**src/rtl/digit_sequence_gen.sv**
```systemverilog
// rtl/digit_sequence_gen.sv - fills a sequence RAM with pseudo-random decimal digits for the Orion memory game
// Optional build macro: NO_REPEAT_EN (adjacent stored digits always differ)
module digit_sequence_gen #(
    parameter int          DEPTH  = 32,
    parameter int          ADDR_W = 5,
    parameter logic [15:0] SEED   = 16'hACE1
) (
    input  logic              clk,
    input  logic              rst,
    input  logic              go_gen,
    input  logic [5:0]        seq_len,
    input  logic [ADDR_W-1:0] rd_addr,
    output logic [3:0]        rd_data,
    output logic              fin_gen,
    output logic              seq_rdy,
    output logic [5:0]        len_out
);

    typedef enum logic [1:0] {
        IDLE = 2'd0,
        FILL = 2'd1,
        DONE = 2'd2
    } genState_t;

    // An all-zero seed would lock the LFSR at zero forever
    localparam logic [15:0] SEED_EFF  = (SEED == 16'h0000) ? 16'h0001 : SEED;
    localparam logic [15:0] LFSR_MASK = 16'hB400;
    localparam logic [5:0]  MAX_LEN   = 6'(DEPTH);
    localparam logic [3:0]  BLANK     = 4'hF;

    genState_t         state;
    genState_t         nextState;
    logic [15:0]       lfsr;
    logic [ADDR_W-1:0] wrPtr;
    logic [5:0]        clampedLen;
    logic [3:0]        rawNibble;
    logic [3:0]        candDigit;
    logic [3:0]        wrDigit;
    logic              lastWrite;
    logic [3:0]        seqMem [DEPTH];
`ifdef NO_REPEAT_EN
    logic [3:0]        prevDigit;
`endif

    // Free-running Galois LFSR; advancing in every state makes the sequence depend on go_gen timing
    always_ff @(posedge clk or negedge rst) begin
        if (!rst) begin
            lfsr <= SEED_EFF;
        end else begin
            lfsr <= {1'b0, lfsr[15:1]} ^ (lfsr[0] ? LFSR_MASK : 16'h0000);
        end
    end

    // Fold the raw nibble into 0..9 and, optionally, break repeats against the previous digit
    always_comb begin
        rawNibble = lfsr[3:0];
        candDigit = (rawNibble >= 4'd10) ? (rawNibble - 4'd10) : rawNibble;
        wrDigit   = candDigit;
`ifdef NO_REPEAT_EN
        if ((wrPtr != '0) && (candDigit == prevDigit)) begin
            wrDigit = (candDigit == 4'd9) ? 4'd0 : (candDigit + 4'd1);
        end
`endif
    end

    // Requested length limited to 1..DEPTH; last write detected against the latched length
    always_comb begin
        clampedLen = seq_len;
        if (seq_len == 6'd0) begin
            clampedLen = 6'd1;
        end else if (seq_len > MAX_LEN) begin
            clampedLen = MAX_LEN;
        end
        lastWrite = (state == FILL) && (6'(wrPtr) == (len_out - 6'd1));
    end

    // State register
    always_ff @(posedge clk or negedge rst) begin
        if (!rst) begin
            state <= IDLE;
        end else begin
            state <= nextState;
        end
    end

    // Next-state logic; fin_gen is high for the single DONE cycle
    always_comb begin
        nextState = state;
        fin_gen   = 1'b0;
        case (state)
            IDLE: begin
                if (go_gen) begin
                    nextState = FILL;
                end
            end
            FILL: begin
                if (lastWrite) begin
                    nextState = DONE;
                end
            end
            DONE: begin
                fin_gen   = 1'b1;
                nextState = IDLE;
            end
            default: begin
                nextState = IDLE;
            end
        endcase
    end

    // Length latch, write pointer and sequence-valid flag
    always_ff @(posedge clk or negedge rst) begin
        if (!rst) begin
            len_out <= 6'd0;
            seq_rdy <= 1'b0;
            wrPtr   <= '0;
        end else begin
            if ((state == IDLE) && go_gen) begin
                len_out <= clampedLen;
                seq_rdy <= 1'b0;
                wrPtr   <= '0;
            end else if (state == FILL) begin
                if (lastWrite) begin
                    seq_rdy <= 1'b1;
                end else begin
                    wrPtr <= wrPtr + 1'b1;
                end
            end
        end
    end

`ifdef NO_REPEAT_EN
    // Remember the digit just written so the next one can avoid repeating it
    always_ff @(posedge clk or negedge rst) begin
        if (!rst) begin
            prevDigit <= 4'd0;
        end else if (state == FILL) begin
            prevDigit <= wrDigit;
        end
    end
`endif

    // Sequence RAM write port; contents are not reset, seq_rdy guards their validity
    always_ff @(posedge clk) begin
        if (state == FILL) begin
            seqMem[wrPtr] <= wrDigit;
        end
    end

    // Registered read port returning the blank code for invalid or out-of-range reads
    always_ff @(posedge clk or negedge rst) begin
        if (!rst) begin
            rd_data <= BLANK;
        end else if (seq_rdy && (6'(rd_addr) < len_out)) begin
            rd_data <= seqMem[rd_addr];
        end else begin
            rd_data <= BLANK;
        end
    end

endmodule

```
**config.mk**
```make
export PLATFORM = sky130hd
export DESIGN_NAME = digit_sequence_gen
export DESIGN_NICKNAME = d
export VERILOG_FILES = /design/src/rtl/digit_sequence_gen.sv
export SDC_FILE = /design/constraint.sdc
export NUM_CORES = 1
export LEC_CHECK = 0
export CELL_PAD_IN_SITES_DETAIL_PLACEMENT = 1
export CELL_PAD_IN_SITES_GLOBAL_PLACEMENT = 2
export CORE_MARGIN = 1.5
export CORE_UTILIZATION = 41
export DETAILED_ROUTE_END_ITERATION = 8
export MAX_ROUTING_LAYER = met4
export PLACE_DENSITY_LB_ADDON = 0.1
export SLEW_MARGIN = 20
export SYNTH_ARGS = -nofsm -noshare
export SYNTH_HDL_FRONTEND = slang
export SYNTH_SLANG_ARGS = --single-unit
export TNS_END_PERCENT = 100
```
**constraint.sdc**
```tcl
create_clock -name clk -period 2.2 [get_ports clk]
set_input_delay 0.22 -clock clk [delete_from_list [all_inputs] [get_ports clk]]
set_output_delay 0.22 -clock clk [all_outputs]
set_load 0.02 [all_outputs]
```
Yosys cells after proc, flatten, opt, wreduce, memory -nomap -nowiden:

Memories as Yosys holds them, arrays and structs flattened.
Cells that the tools add are included.

* memory bits (writable): 128
* word-level logic and storage cells: 47
* output and inout port bits: 12
* input port bits: 14
* memories kept: 1
* register bits: 34

* reduce and logical (&&, ||, !) cells: 10
* equality and inequality tests: 6
* muxes and demuxes: 17
* add/subtract/negate cells: 3
* $lt $le $gt $ge: 3
* bitwise gates (word level): 1

Memory list
* seqMem: depth 32, width 4, read ports 1, clocked after Yosys merged registers in 0, write ports 1, RTL line 40 `logic [3:0] seqMem [DEPTH];`

Operators with widths (count)
* $mux 16: 1
* $xor 15x16->16: 1
* $mux 5: 3
* $mux 6: 2
* $mux 4: 2
* $eq 5x6->1: 1
* $gt 6x6->1 const B: 1
* $logic_not 6->1: 1
* $lt 5x6->1: 1
* $mux 1: 6
* $reduce_and 2->1: 3
* $sub 6x1->6 const B: 1
* $add 5x1->5 const B: 1
* $ge 4x4->1 const B: 1
* $mux 2: 2
* $ne 2x2->1 const B: 2
* $pmux 2 s2: 1
* $reduce_bool 2->1: 2
* $sub 4x4->4 const B: 1
* $logic_and 1x1->1: 3
* $eq 2x1->1 const B: 1
* $eq 2x2->1 const B: 1
* $logic_not 2->1: 1
* $ne 2x1->1 const B: 1

Logic depth before layout (Yosys ltp):

Gate-level depths: netlist of the first run.

* depth in word-level cells: 6
* gate-level depth with buffers: 8
* depth with buffers taken out: 7

Worst setup path before layout of the first run:

Ideal clock, no wire load.

* path kind: reg-to-reg
* from: reg lfsr[3]
* to: mem seqMem[0][1], data pin
* library setup time: 454 ps
* stages on the path, launching flop included: 2
* data arrival time: 1731 ps
* buffers on the path: 0
* required time: 1746 ps
* clock period less this slack: 2185 ps
* setup slack: 15 ps
* cell sequence: dfrtp_1 -> o21ai_0

* cells in the longest elaborated chain, start to end: 2

Ends and longest elaborated chain
* start, declared: RTL line 33 `logic [15:0] lfsr;`
* start signal, assigned: RTL line 50 `lfsr <= {1'b0, lfsr[15:1]} ^ (lfsr[0] ? LFSR_MASK : 16'h0000);`
* $ge 4x4->1: RTL line 57 `candDigit = (rawNibble >= 4'd10) ? (rawNibble - 4'd10) : rawNibble;`
* $mux 4: RTL line 57
* via candDigit[1]: RTL line 37 `logic [3:0] candDigit;`
* end, declared: RTL line 40

The timed path passes the listed nets, and every way through them passes these cells.

Final worst setup path of the first run:

* from: reg len_out[1]
* to: reg wrPtr[1]

* cells in the longest elaborated chain, start to end: 5

Ends and longest elaborated chain
* start, declared: RTL line 16 `output logic [5:0] len_out`
* start signal, assigned: RTL line 119 `len_out <= clampedLen;`
* $sub 6x1->6: RTL line 74 `lastWrite = (state == FILL) && (6'(wrPtr) == (len_out - 6'd1));`
* $eq 5x6->1: RTL line 74
* $logic_and 1x1->1: RTL line 74
* $ne 2x1->1 (no line)
* $reduce_and 2->1 (no line)
* end signal, assigned: RTL line 126 `wrPtr <= wrPtr + 1'b1;`
* end, declared: RTL line 34 `logic [ADDR_W-1:0] wrPtr;`

No other way between the ends.
A chain may end at the register's enable or synchronous reset.

==> results_tabular.tex, run 1 <==
\begin{tabular}{lr}
\hline
Metric & Value \\
\hline
\multicolumn{2}{l}{\textbf{Outcome}} \\
Status & complete, no violations \\
\multicolumn{2}{l}{\textbf{Clock tree}} \\
Hold Buf Count CTS & 1 \\
Clock sinks & 162 \\
CTS clock-pin slew for the worst setup and hold paths & 60 ps \\
TritonCTS clock tree & built \\
Deepest level of the CTS H-tree & 4 \\
Clk buf depth & 2 \\
Worst-Skew Late Latency & 420 ps \\
Root Buffer & clkbuf\_16 \\
Post\_cts resized & 0 \\
Setup bufs post-CTS & 0 \\
CTS buffer count & 17 \\
\multicolumn{2}{l}{\textbf{Floorplan}} \\
Rows & 46 \\
DIE HEIGHT & 130 um \\
Width of the die & 130 um \\
Area of the die & 16,900 um\^{}2 \\
Effective utilization at floorplan & 41.8\% \\
Number of top-level pins & 26 \\
Total core area & 15,800 um\^{}2 \\
\multicolumn{2}{l}{\textbf{Synth}} \\
EDFF count, synth & 128 \\
Number of storage elements in the synthesis netlist & 162 \\
Combinational family with the most area after synthesis & multiplexers \\
Sequential-to-total area share from yosys stat & 71.1\% \\
Area fraction in and, or, nand and nor cells after synthesis & 6.86\% \\
Number of warnings printed during yosys synthesis & 0 \\
Compound-cell area share of the yosys netlist & 6.07\% \\
Syn Inst Count & 392 \\
Post-synthesis share of cell area spent on full adders, half adders and majority gates & 1.89\% \\
Synthesized-area fraction occupied by xor and xnor cells & 1.19\% \\
Synthesized Nets & 416 \\
Synth Area per Inst & 16.9 um\^{}2 \\
Total standard cell area after synthesis & 6620 um\^{}2 \\
Share of async-settable or async-resettable flops after synthesis & 21.0\% \\
Multiplexer area fraction after synthesis & 11.1\% \\
Distinct cells, synth & 46 \\
Most common flop cell mapped by yosys & edfxtp\_1 \\
\multicolumn{2}{l}{\textbf{Timing}} \\
Fin crit share & 92.5\% \\
Post-route setup TNS & 0 ps \\
Time the final worst path needs with I/O delays and setup & 2040 ps \\
Minimum setup slack in the final design & 165 ps \\
Max-slew violation total from the final report & 0 \\
Clock skew & 8.09 ps \\
Fmax & 491 MHz \\
Setup repair after global routing missed its margin & false \\
Finish-stage setup viols & 0 \\
Final Hold Fails & 0 \\
Transition at the pin with the smallest max-transition slack & 788 ps \\
Max transition margin & 47.5\% \\
\multicolumn{2}{l}{\textbf{Critical path}} \\
Critical Path Slowest Stage Cell & dfrtp\_1 \\
Worst flop-to-flop path startpoint & len\_out[1]\$\_DFFE\_PN0P\_ \\
Worst flop-to-flop path endpoint & wrPtr[1]\$\_DFFE\_PN0P\_ \\
Critical Path Fanout Max & 7 \\
WP data arrival & 2340 ps \\
Worst Reg-to-Reg Cells & 7 \\
Largest stage delay on the critical path & 410 ps \\
Crit path max-delay family & simple AND/OR/NAND/NOR gates \\
Startpoint of the worst setup timing path & len\_out[1]\$\_DFFE\_PN0P\_ \\
Category of the critical setup timing path & reg -> reg \\
Type of destination of the critical path & flip-flop \\
Count of buffering cells on the critical path with inverters included & 1 \\
R2r setup slk & 160 ps \\
WP data required & 2510 ps \\
Nature of the critical path startpoint & flip-flop \\
Crit-path cells & inv\_1 -> ha\_1 -> xnor2\_1 -> nor2\_1 -> nand4\_2 -> or2\_1 -> a311o\_1 \\
\multicolumn{2}{l}{\textbf{Pwr}} \\
Total power density per cell area & 1160 nW/um\^{}2 \\
Standby leakage power & 2.75 nW \\
Maximum ir drop on the vdd rail & 0.775 mV \\
\multicolumn{2}{l}{\textbf{Detailed routing}} \\
Wirelength, routed & 14.1 mm \\
DRC violation count after routing & 0 \\
Number of antenna-violating nets in the routed design & 0 \\
Routed length per instance & 21.0 um \\
First drt pass iteration count & 4 \\
Detailed-route via count & 3,504 \\
Iteration-0 DRC Markers & 267 \\
Vias per cell & 5.23 \\
\multicolumn{2}{l}{\textbf{Final layout}} \\
Antenna cells & 0 \\
Count of filler cells inserted in the layout & 1,509 \\
Final-stage net count & 465 \\
Storage cell area & 4710 um\^{}2 \\
Total area of multi-input combinational cells & 1800 um\^{}2 \\
Area growth from synthesis to layout & 18.5\% \\
Non-filler cells in the finished layout & 670 \\
Share of final-layout standard cells stronger than drive strength 1 & 23.1\% \\
\multicolumn{2}{l}{\textbf{Hold path}} \\
Hold Path Cell Cnt & 0 \\
Hold EP & lfsr[11]\$\_DFF\_PN1\_ \\
Path class of the lowest-slack min-delay path & reg -> reg \\
Worst Min Path Start & lfsr[12]\$\_DFF\_PN0\_ \\
\multicolumn{2}{l}{\textbf{Placement}} \\
Placement Setup Slack & 60.1 ps \\
Port buffer count & 25 \\
GP Congestion & 0.755 \\
Inst Count DP & 637 \\
Detail Placement HPWL & 9.38 mm \\
\multicolumn{2}{l}{\textbf{Global route}} \\
Maximum number of pins on one net before global-route repair & 37 \\
Number of global-route vias before repair & 3,761 \\
Antenna violations before repair & 0 \\
Total congestion overflow after global routing & 0 \\
Total global routing track utilization & 19.0\% \\
Wire length of the first global-routing pass & 21.9 mm \\
\multicolumn{2}{l}{\textbf{Flow run}} \\
Maximum capacitance violations & 0 \\
\hline
\end{tabular}
## kinds of logic after synthesis
kind of cell	after synthesis
and+or+nand+nor	94
DFF	162
AOI/OAI and AO/OA	56
xor gates and xnor gates	9
buffers and inverters	28
muxes	33
adders and majority gates	10
## where the power goes
part	internal, mW	switching [mW]
Sequential	3.71	0.229
Combinational	0.927	1.32
Clock	1.72	1.18
Total	6.36	2.73
## metrics by stage
stage	hold WS [ps]	cell area [um^2]	total power, mW	utilization, %
final	351	7850	9.09	49.6
after global placement	335	7240	6.21	45.7
after global routing	360	7850	9.53	49.6
after floorplan	-75.6	6620	5.30	-
after CTS	353	7850	9.18	49.6
after detailed placement	336	7240	6.26	45.7
## state kept, by name, indices dropped and copies added (netlist names)
signal and cells:
wrPtr 5, seqMem 128, len_out 6, seq_rdy 1, rd_data 4, lfsr 16
state 2
## final cells by class
class / count / share of cell area [%]
Multi-Input combinational cell: 202 / 22.9
Timing Repair Buffer: 46 / 5.42
Clock inverter: 9 / 0.797
Inverter: 12 / 0.574
Tap cell: 216 / 3.44
Clock buffer: 23 / 6.79
Sequential cell: 162 / 60.0
## cells in the mapped netlist, drive strengths merged, types with 5 or more instances
library cell  instances  area [um^2]
a21oi                 7         35.0
a22o                 13          115
buf                   8         43.8
clkbuf                8         31.3
dfrtp                22          551
dfstp                12          315
edfxtp              128         3840
ha                   10          125
inv                  12         45.0
mux4                 32          721
nand2                15         56.3
nand2b                7         43.8
nor2                 42          158
o211ai                7         52.6
o21ai                14         70.1
xor2                  5         43.8
## worst register-to-register path, stage by stage (launching register included)
cell and delay, ps:
dfrtp_1 410, inv_1 90, ha_1 290, xnor2_1 130, nor2_1 140, nand4_2 120, or2_1 360, a311o_1 380
## cells in the final DEF (no fill, tap or decap), types with 5 or more instances in the layout
master           count
nand2b_1             7
mux4_2              32
a21oi_1              6
clkbuf_16           21
dfstp_2             12
ha_1                10
edfxtp_1           128
a22o_1              12
xor2_1               5
clkdlybuf4s50_1     23
o211ai_1             7
dfrtp_1             22
buf_4               18
o21ai_0             13
inv_1               12
nor2_1              42
nand2_1             15
## how the worst max path moves through the flow
stage                                         to  slack, ps  depth (start not counted)
final                       wrPtr[1]$_DFFE_PN0P_        160                          7
after detailed placement    rd_data[1]$_DFF_PN1_         60                          7
after global placement      rd_data[1]$_DFF_PN1_        100                          6
after floorplan           seqMem[0][1]$_DFFE_PP_         10                          1
after global routing        wrPtr[1]$_DFFE_PN0P_         20                          7
after CTS                   wrPtr[1]$_DFFE_PN0P_        140                          7
## routing by layer
layer / vias to the layer above / track usage [%] / wire [um]
met5: - / - / 0
met4: 0 / 6.21 / 142
met3: 13 / 4.51 / 418
met2: 38 / 30.0 / 6990
met1: 1822 / 24.4 / 6540
li1: 1631 / - / -
No activity file was read; power rests on OpenSTA's default activity.
==> inputs of run 2 (changes only) <==
--- a/config.mk
+++ b/config.mk
@@ -5,6 +5,7 @@
 export SDC_FILE = /design/constraint.sdc
 export NUM_CORES = 1
 export LEC_CHECK = 0
+export CAP_MARGIN = 10
 export CELL_PAD_IN_SITES_DETAIL_PLACEMENT = 1
 export CELL_PAD_IN_SITES_GLOBAL_PLACEMENT = 2
 export CORE_MARGIN = 1.5
@@ -12,7 +13,7 @@
 export DETAILED_ROUTE_END_ITERATION = 8
 export MAX_ROUTING_LAYER = met4
 export PLACE_DENSITY_LB_ADDON = 0.1
-export SLEW_MARGIN = 20
+export SETUP_SLACK_MARGIN = 0.5
 export SYNTH_ARGS = -nofsm -noshare
 export SYNTH_HDL_FRONTEND = slang
 export SYNTH_SLANG_ARGS = --single-unit
==> run 2 against run 1 <==
Critical endpoint unchanged. Utilization up 2.4 points. Sequential share of layout area down 2.7 points. Non-clock buffer count up 16. Count of clock-buffer cells in the layout down 1. Worst hold slack worse by 120 ps. Maximum frequency up 11%. Largest power group unchanged. Combinational power up 27%. Register-to-register slack better by 200 ps. Setup slack better by 200 ps.
==> results_tabular.tex, run 2 (synthesis results as in run 1) <==
\begin{tabular}{lr}
\hline
Metric & Value \\
\hline
\multicolumn{2}{l}{\textbf{Outcome}} \\
Status & complete, no violations \\
\multicolumn{2}{l}{\textbf{Global route}} \\
Total global routing track utilization & 19.6\% (+0.59 points) \\
Wire length of the first global-routing pass & 22.8 mm (+4.4\%) \\
Antenna violations before repair & 0 (unchanged) \\
Total congestion overflow after global routing & 0 (unchanged) \\
Number of global-route vias before repair & 3,867 (+2.8\%) \\
Maximum number of pins on one net before global-route repair & 37 (unchanged) \\
\multicolumn{2}{l}{\textbf{Clock tree}} \\
CTS clock-pin slew for the worst setup and hold paths & 60 ps (about the same) \\
Root Buffer & clkbuf\_16 \\
Worst-Skew Late Latency & 420 ps (about the same) \\
CTS buffer count & 17 (unchanged) \\
Deepest level of the CTS H-tree & 4 (unchanged) \\
Clk buf depth & 2 (unchanged) \\
TritonCTS clock tree & built \\
Clock sinks & 162 (unchanged) \\
\multicolumn{2}{l}{\textbf{Timing}} \\
Fmax & 544 MHz (+11\%) \\
Final Hold Fails & 0 (unchanged) \\
Max transition margin & 53.8\% (+6.3 points) \\
Fin crit share & 83.5\% (-9.0 points) \\
Finish-stage setup viols & 0 (unchanged) \\
Post-route setup TNS & 0 ps (unchanged) \\
Transition at the pin with the smallest max-transition slack & 693 ps (-94.9 ps) \\
Time the final worst path needs with I/O delays and setup & 1840 ps (-198 ps) \\
Clock skew & 8.03 ps (-0.0669 ps) \\
Setup repair after global routing missed its margin & true \\
Max-slew violation total from the final report & 0 (unchanged) \\
\multicolumn{2}{l}{\textbf{Detailed routing}} \\
Number of antenna-violating nets in the routed design & 0 (unchanged) \\
Wirelength, routed & 14.7 mm (+4.3\%) \\
Iteration-0 DRC Markers & 142 (-47\%) \\
First drt pass iteration count & 4 (unchanged) \\
Detailed-route via count & 3,629 (+3.6\%) \\
Routed length per instance & 21.4 um (+1.9\%) \\
Vias per cell & 5.29 (+1.2\%) \\
DRC violation count after routing & 0 (unchanged) \\
\multicolumn{2}{l}{\textbf{Critical path}} \\
WP data arrival & 2140 ps (-200 ps) \\
Worst flop-to-flop path startpoint & len\_out[2]\$\_DFFE\_PN0P\_ \\
Nature of the critical path startpoint & flip-flop \\
Worst Reg-to-Reg Cells & 6 (-1) \\
R2r setup slk & 360 ps (+200 ps) \\
Worst flop-to-flop path endpoint & wrPtr[1]\$\_DFFE\_PN0P\_ \\
WP data required & 2500 ps (about the same) \\
Category of the critical setup timing path & reg -> reg \\
Critical Path Fanout Max & 5 (-2) \\
Type of destination of the critical path & flip-flop \\
\multicolumn{2}{l}{\textbf{Floorplan}} \\
Total core area & 15,800 um\^{}2 (unchanged) \\
Area of the die & 16,900 um\^{}2 (unchanged) \\
Rows & 46 (unchanged) \\
Number of top-level pins & 26 (unchanged) \\
Width of the die & 130 um (unchanged) \\
DIE HEIGHT & 130 um (unchanged) \\
Effective utilization at floorplan & 41.8\% (unchanged) \\
\multicolumn{2}{l}{\textbf{Placement}} \\
GP Congestion & 0.735 (-2.7\%) \\
Detail Placement HPWL & 9.84 mm (+4.9\%) \\
Port buffer count & 25 (unchanged) \\
\multicolumn{2}{l}{\textbf{Final layout}} \\
Antenna cells & 0 (unchanged) \\
Flip-flop count of the largest register, all copies and words added & 128 (unchanged) \\
Leading registers by flop count & seqMem (128), lfsr (16), len\_out (6) \\
Final-stage net count & 481 (+3.4\%) \\
Count of filler cells inserted in the layout & 1,486 (-1.5\%) \\
Top reg by flops & seqMem \\
Commonest non-fill, non-tap cells in the layout & 128 x edfxtp\_1, 34 x buf\_4, 32 x mux4\_2 \\
Share of final-layout standard cells stronger than drive strength 1 & 35.5\% (+12 points) \\
Final core occ & 51.9\% (+2.4 points) \\
Most frequent standard cell in the layout excluding fill and tap cells & edfxtp\_1 \\
Area growth from synthesis to layout & 24.2\% \\
\multicolumn{2}{l}{\textbf{Flow run}} \\
Maximum capacitance violations & 0 (unchanged) \\
\multicolumn{2}{l}{\textbf{Pwr}} \\
Overall Power & 9.71 mW (+6.9\%) \\
Maximum ir drop on the vdd rail & 0.571 mV (-26\%) \\
Total power density per cell area & 1180 nW/um\^{}2 (+2.0\%) \\
Standby leakage power & 2.88 nW (+4.5\%) \\
\multicolumn{2}{l}{\textbf{Hold path}} \\
Path class of the lowest-slack min-delay path & in -> async \\
\hline
\end{tabular}
-- run 2: worst max-delay path, stage by stage, from the launching register on --
cell	delay, ps
dfrtp_2	400
or2_4	270
or4_4	500
nand4_4	110
buf_6	120
nor4_2	40
a311o_1	280
-- run 2: power breakdown --
| part | internal (mW) | switching [mW] | leakage [nW] |
|---|---|---|---|
| logic | 1.22 | 1.63 | 0.978 |
| registers | 3.71 | 0.254 | 1.60 |
| clock network | 1.72 | 1.17 | 0.296 |
-- run 2: routing by layer --
layer,share of wire [%],global-route usage [%]
met1,46,25.1
met2,50,31.5
met3,2.4,4.47
met4,0.97,5.82
met5,0,-
-- run 2: stage by stage --
stage	worst slack, ps	hold WS, ps	instances	instance area, um^2
4_1_cts	330	222	683	8100
2_1_floorplan	266	-75.6	392	6650
3_3_place_gp	127	332	643	7290
6_report	363	228	686	8220
3_5_place_dp	114	343	643	7290
5_1_grt	298	242	686	8220
-- run 2: worst max path at each step --
| stage | from | endpoint | slack (ps) | depth (start not counted) |
|---|---|---|---|---|
| after floorplan | len_out[0]$_DFFE_PN0P_ | wrPtr[0]$_DFFE_PN0P_ | 270 | 8 |
| after global placement | rd_addr[0] | rd_data[0]$_DFF_PN1_ | 130 | 6 |
| after detailed placement | rd_addr[0] | rd_data[2]$_DFF_PN1_ | 110 | 6 |
| after CTS | len_out[0]$_DFFE_PN0P_ | wrPtr[0]$_DFFE_PN0P_ | 330 | 5 |
| after global routing | len_out[0]$_DFFE_PN0P_ | wrPtr[0]$_DFFE_PN0P_ | 300 | 7 |
| final | len_out[2]$_DFFE_PN0P_ | wrPtr[1]$_DFFE_PN0P_ | 360 | 6 |
-- run 2: final cells by class --
class | instances | area [um^2] | share of cell area, %
sequential | 162 | 4710 | 57.3
multi-input combinational | 202 | 2060 | 25.1
timing repair buffer | 62 | 538 | 6.54
clock buffer | 22 | 495 | 6.03
tap | 216 | 270 | 3.29
clock inverter | 10 | 96.3 | 1.17
inverter | 12 | 45.0 | 0.548
-- run 2: timing repair --
item                       in CTS  in global routing
hold buffers                    0                  0
setup endpoints to repair     134                117
pin swaps                      12                 11
resized for setup              57                 22
setup buffers                   8                  3
